### config.mk
export PLATFORM = sky130hd
export DESIGN_NAME = demux4
export DESIGN_NICKNAME = d
export VERILOG_FILES = /design/src/rtl/demux4.sv
export SDC_FILE = /design/constraint.sdc
export NUM_CORES = 1
export LEC_CHECK = 0
export CORE_MARGIN = 10
export CORE_UTILIZATION = 49
export CTS_CLUSTER_SIZE = 28
export DETAILED_ROUTE_END_ITERATION = 8
export GPL_TIMING_DRIVEN = 1
export PLACE_DENSITY_LB_ADDON = 0.3
export SETUP_SLACK_MARGIN = 0.4
export SYNTH_ARGS = -nofsm -noshare
export SYNTH_HDL_FRONTEND = slang
export SYNTH_SLANG_ARGS = --single-unit
### constraint.sdc
create_clock -name clk -period 3.2 [get_ports clk]
set_clock_uncertainty 0.1 [all_clocks]
set_input_delay 0.64 -clock clk [delete_from_list [all_inputs] [get_ports clk]]
set_output_delay 0.64 -clock clk [all_outputs]
set_load 0.02 [all_outputs]
### src/rtl/demux4.sv
// demux4: one-input, four-output AXI-Stream packet router. The first flit of a
// packet picks the output from TDATA[1:0]; the choice is held until TLAST.
//
// Handshake: a flit moves on a port only in a cycle where both VALID and READY
// are high at the rising edge. s_TREADY is derived from the routing select and
// the selected output only, never from s_TVALID, and a presented flit's
// TDATA/TLAST stay stable until accepted.
module demux4 #(
    parameter int DATA_WIDTH  = 8,
    parameter int PIPE_STAGE  = 1,
    parameter int PACKET_MODE = 1
) (
    input  logic                  clk,
    input  logic                  rst,
    input  logic [DATA_WIDTH-1:0] s_TDATA,
    input  logic                  s_TVALID,
    output logic                  s_TREADY,
    input  logic                  s_TLAST,
    output logic [DATA_WIDTH-1:0] o0_TDATA,
    output logic                  o0_TVALID,
    input  logic                  o0_TREADY,
    output logic                  o0_TLAST,
    output logic [DATA_WIDTH-1:0] o1_TDATA,
    output logic                  o1_TVALID,
    input  logic                  o1_TREADY,
    output logic                  o1_TLAST,
    output logic [DATA_WIDTH-1:0] o2_TDATA,
    output logic                  o2_TVALID,
    input  logic                  o2_TREADY,
    output logic                  o2_TLAST,
    output logic [DATA_WIDTH-1:0] o3_TDATA,
    output logic                  o3_TVALID,
    input  logic                  o3_TREADY,
    output logic                  o3_TLAST,
    output logic                  dbg_state
);

    typedef enum logic {
        HEAD = 1'b0,
        BODY = 1'b1
    } state_t;

    state_t                          state_q, state_d;
    logic [1:0]                      dest_q, dest_d;
    logic [1:0]                      sel;
    logic                            s_fire;
    logic [3:0]                      o_ready;
    logic [3:0]                      o_valid;
    logic [3:0]                      o_last;
    logic [3:0][DATA_WIDTH-1:0]      o_data;

    assign o_ready = {o3_TREADY, o2_TREADY, o1_TREADY, o0_TREADY};
    assign s_fire  = s_TVALID & s_TREADY;

    // Body flits follow the locked destination; their own low bits are payload.
    assign sel = (PACKET_MODE != 0 && state_q == BODY) ? dest_q : s_TDATA[1:0];

    always_ff @(posedge clk or negedge rst) begin
        if (!rst) begin
            state_q <= HEAD;
            dest_q  <= 2'd0;
        end else begin
            state_q <= state_d;
            dest_q  <= dest_d;
        end
    end

    always_comb begin
        state_d = state_q;
        dest_d  = dest_q;
        if (PACKET_MODE != 0 && s_fire) begin
            case (state_q)
                HEAD: begin
                    if (!s_TLAST) begin
                        state_d = BODY;
                        dest_d  = s_TDATA[1:0];
                    end
                end
                BODY: begin
                    if (s_TLAST) begin
                        state_d = HEAD;
                    end
                end
                default: state_d = HEAD;
            endcase
        end
    end

    assign dbg_state = state_q;

    if (PIPE_STAGE != 0) begin : g_pipe
        logic [3:0]                 v_q;
        logic [3:0]                 l_q;
        logic [3:0][DATA_WIDTH-1:0] d_q;

        // A full register still accepts when it drains in the same cycle.
        assign s_TREADY = ~v_q[sel] | o_ready[sel];

        always_ff @(posedge clk or negedge rst) begin
            if (!rst) begin
                v_q <= '0;
                l_q <= '0;
                d_q <= '0;
            end else begin
                for (int n = 0; n < 4; n++) begin
                    if (s_fire && sel == 2'(n)) begin
                        v_q[n] <= 1'b1;
                        d_q[n] <= s_TDATA;
                        l_q[n] <= s_TLAST;
                    end else if (v_q[n] && o_ready[n]) begin
                        v_q[n] <= 1'b0;
                    end
                end
            end
        end

        assign o_valid = v_q;
        assign o_last  = l_q;
        assign o_data  = d_q;
    end else begin : g_comb
        // Outputs are forced low while reset is asserted.
        assign s_TREADY = rst & o_ready[sel];

        always_comb begin
            o_valid = '0;
            o_last  = '0;
            o_data  = '0;
            for (int n = 0; n < 4; n++) begin
                o_valid[n] = rst & s_TVALID & (sel == 2'(n));
                o_last[n]  = rst & s_TLAST;
                o_data[n]  = rst ? s_TDATA : '0;
            end
        end
    end

    assign o0_TVALID = o_valid[0];
    assign o1_TVALID = o_valid[1];
    assign o2_TVALID = o_valid[2];
    assign o3_TVALID = o_valid[3];
    assign o0_TDATA  = o_data[0];
    assign o1_TDATA  = o_data[1];
    assign o2_TDATA  = o_data[2];
    assign o3_TDATA  = o_data[3];
    assign o0_TLAST  = o_last[0];
    assign o1_TLAST  = o_last[1];
    assign o2_TLAST  = o_last[2];
    assign o3_TLAST  = o_last[3];

endmodule

==> flow_metrics.tcl <==
set metrics [dict create \
    outcome "complete, no violations" \
    grt_pass1_wl_um 6980 \
    io_buffers 57 \
    die_width_um 80.4 \
    cts_root_buf "clkbuf_4" \
    grtUsageTotal_pct 14.3 \
    initial_core_util_pct 52.3 \
    min_period_ps 2640 \
    arrival_ps 2790 \
    synth.distinct_cells 19 \
    place_area_sq_um 2410 \
    worst_slew_pin_slew_ps 934 \
    final_nets 193 \
    setup_ws_ps 563 \
    yosys_warnings 0 \
    cts_tree "built" \
    grt_overflow 0 \
    ys_ff_latch 43 \
    ctsResizeCount 3 \
    hp-class "in2async" \
    slew_viol_final 0 \
    netlist_area_sq_um 1790 \
    fin_crit_sh_pct 82.4 \
    first_pass_iters 3 \
    place.gp.congestion 0.809 \
    maxCapViolCount 0 \
    yosysTopAreaCell "dfrtp_1" \
    postRouteAntennaNets 0 \
    area_delta_synth_final_pct 38.7 \
    h-tree-depth 2 \
    yosysTopAreaCellShare_pct 60.3 \
    p_per_area_nw_per_um2 1130 \
    fmax_mhz 379 \
    yosysSeqAreaShare_pct 60.3 \
    slew-limit-headroom_pct 37.7 \
    antenna_found_initial 0 \
    cts_sinks 43 \
    die_area_sq_um 6460 \
    ir_drop_mv 0.654 \
    wire_per_inst_um 19.3 \
    synthCells 112 \
    final_area_sq_um 2480 \
    final_util_pct 72.5 \
    worstSkewPairLatency_ps 350 \
    die_h_um 80.4 \
    vias 1160 \
    drc 0 \
    cts_buffer_depth 2 \
    cts_setup_buffers 0 \
    fp-row-count 21 \
    place_ws_ps 131 \
    syn_avg_cell_area_sq_um 15.9 \
    grt_max_degree 44 \
    cp-start-kind "primary input" \
    critical_path_required_ps 3350 \
    core_region_area_sq_um 3420 \
    path_clk_slew_ps 120 \
    drt-total-wl_um 4320 \
    drive_above_1_share_pct 32.0 \
    rsz0062_at_grt "false" \
    drt_iter0_drc 27 \
    worstPathMaxFanout 10 \
    viasPerCell 5.18 \
    hold_viol_final 0 \
    end_kind "flip-flop" \
    cts_buffers 5 \
    cts_hold_buffers 0 \
    leakagePower_uw 0.00110 \
    critPathKind "in2reg" \
    setup_viol 0 \
    pin_count 58 \
    n_antenna_cell 0 \
    synth_area_leaders "dfrtp_1 60%, mux2_2 18%, mux2_4 7.6%" \
    fin_setup_tns_ps 0 \
    dp_hpwl_um 3230 \
    grt_pass1_vias 1311 \
    synth_nets 128 \
]
## final timing paths
path                             start             to  cells past startpoint  slack (ps)
max                         s_TDATA[1]  g_pipe.l_q[3]                      6         560
min                                rst    o3_TDATA[6]                      1         310
max reg2reg                  dbg_state  g_pipe.l_q[3]                      5         870
min reg2reg                o2_TDATA[6]    o2_TDATA[6]                      1         420
max in group asynchronous          rst    o1_TDATA[2]                      1        2110
min in group clk           o2_TDATA[6]    o2_TDATA[6]                      1         420
## registers in the layout, indices dropped and copies added, names as in the netlist
signal / count
dbg_state: 1
dest_q: 2
g_pipe.l_q: 4
g_pipe.v_q: 4
o0_TDATA: 8
o1_TDATA: 8
o2_TDATA: 8
o3_TDATA: 8
## cells in the mapped netlist (all sizes together)
library cell	instances
a21oi	1
a2bb2oi	1
and4bb	1
buf	2
dfrtp	43
inv	1
mux2	38
mux2i	7
nand2	5
nand2b	5
nand4	1
nand4b	2
nor2	1
o22ai	2
or3b	1
or4b	1
## cells in the final DEF, fill, tap and decap left out, types with 2 or more instances in the layout
master / n
nand2_1: 5
clkbuf_1: 2
nand4b_2: 2
mux2_2: 29
clkdlybuf4s50_1: 55
nand2b_1: 5
mux2i_1: 4
o22ai_1: 2
clkbuf_4: 5
mux2i_2: 2
dfrtp_1: 43
buf_4: 3
mux2_4: 9
## cell type report
type,instances,area (sq um)
Tap cell,46,57.6
Multi-Input combinational cell,66,706
Clock inverter,1,5.00
Inverter,1,3.75
Clock buffer,7,45.0
Fill cell,250,940
Sequential cell,43,1080
Timing Repair Buffer,60,583
## metal layers
metal | wire length [um] | global-route usage, % | up-vias
li1 | - | - | 535
met1 | 1670 | 14.6 | 581
met2 | 2230 | 24.8 | 37
met3 | 335 | 5.68 | 7
met4 | 82 | 7.22 | 0
met5 | 0 | 0 | -
## report_power, final
part,switching (uW),internal [uW]
sequential,169,819
combinational,713,833
clock,165,85.8
## critical path, stage by stage
cell	delay, ps
clkdlybuf4s50_1	600
mux2i_2	140
buf_4	180
nand2b_1	160
or3b_1	660
mux2_4	410
## metrics by stage
step / hold WS [ps] / power [uW] / cells
2_1_floorplan: 244 / 1810 / 112
3_3_place_gp: 388 / 2490 / 216
3_5_place_dp: 395 / 2550 / 216
5_1_grt: 345 / 2950 / 224
4_1_cts: 326 / 2820 / 224
6_report: 312 / 2790 / 224
## cells by family after synthesis
family          synth area share [%]
compound gates                  1.47
buf+inv                         1.12
flops                           60.3
mux                             30.0
simple gates                    7.15
(Power assumes the default switching activity.)
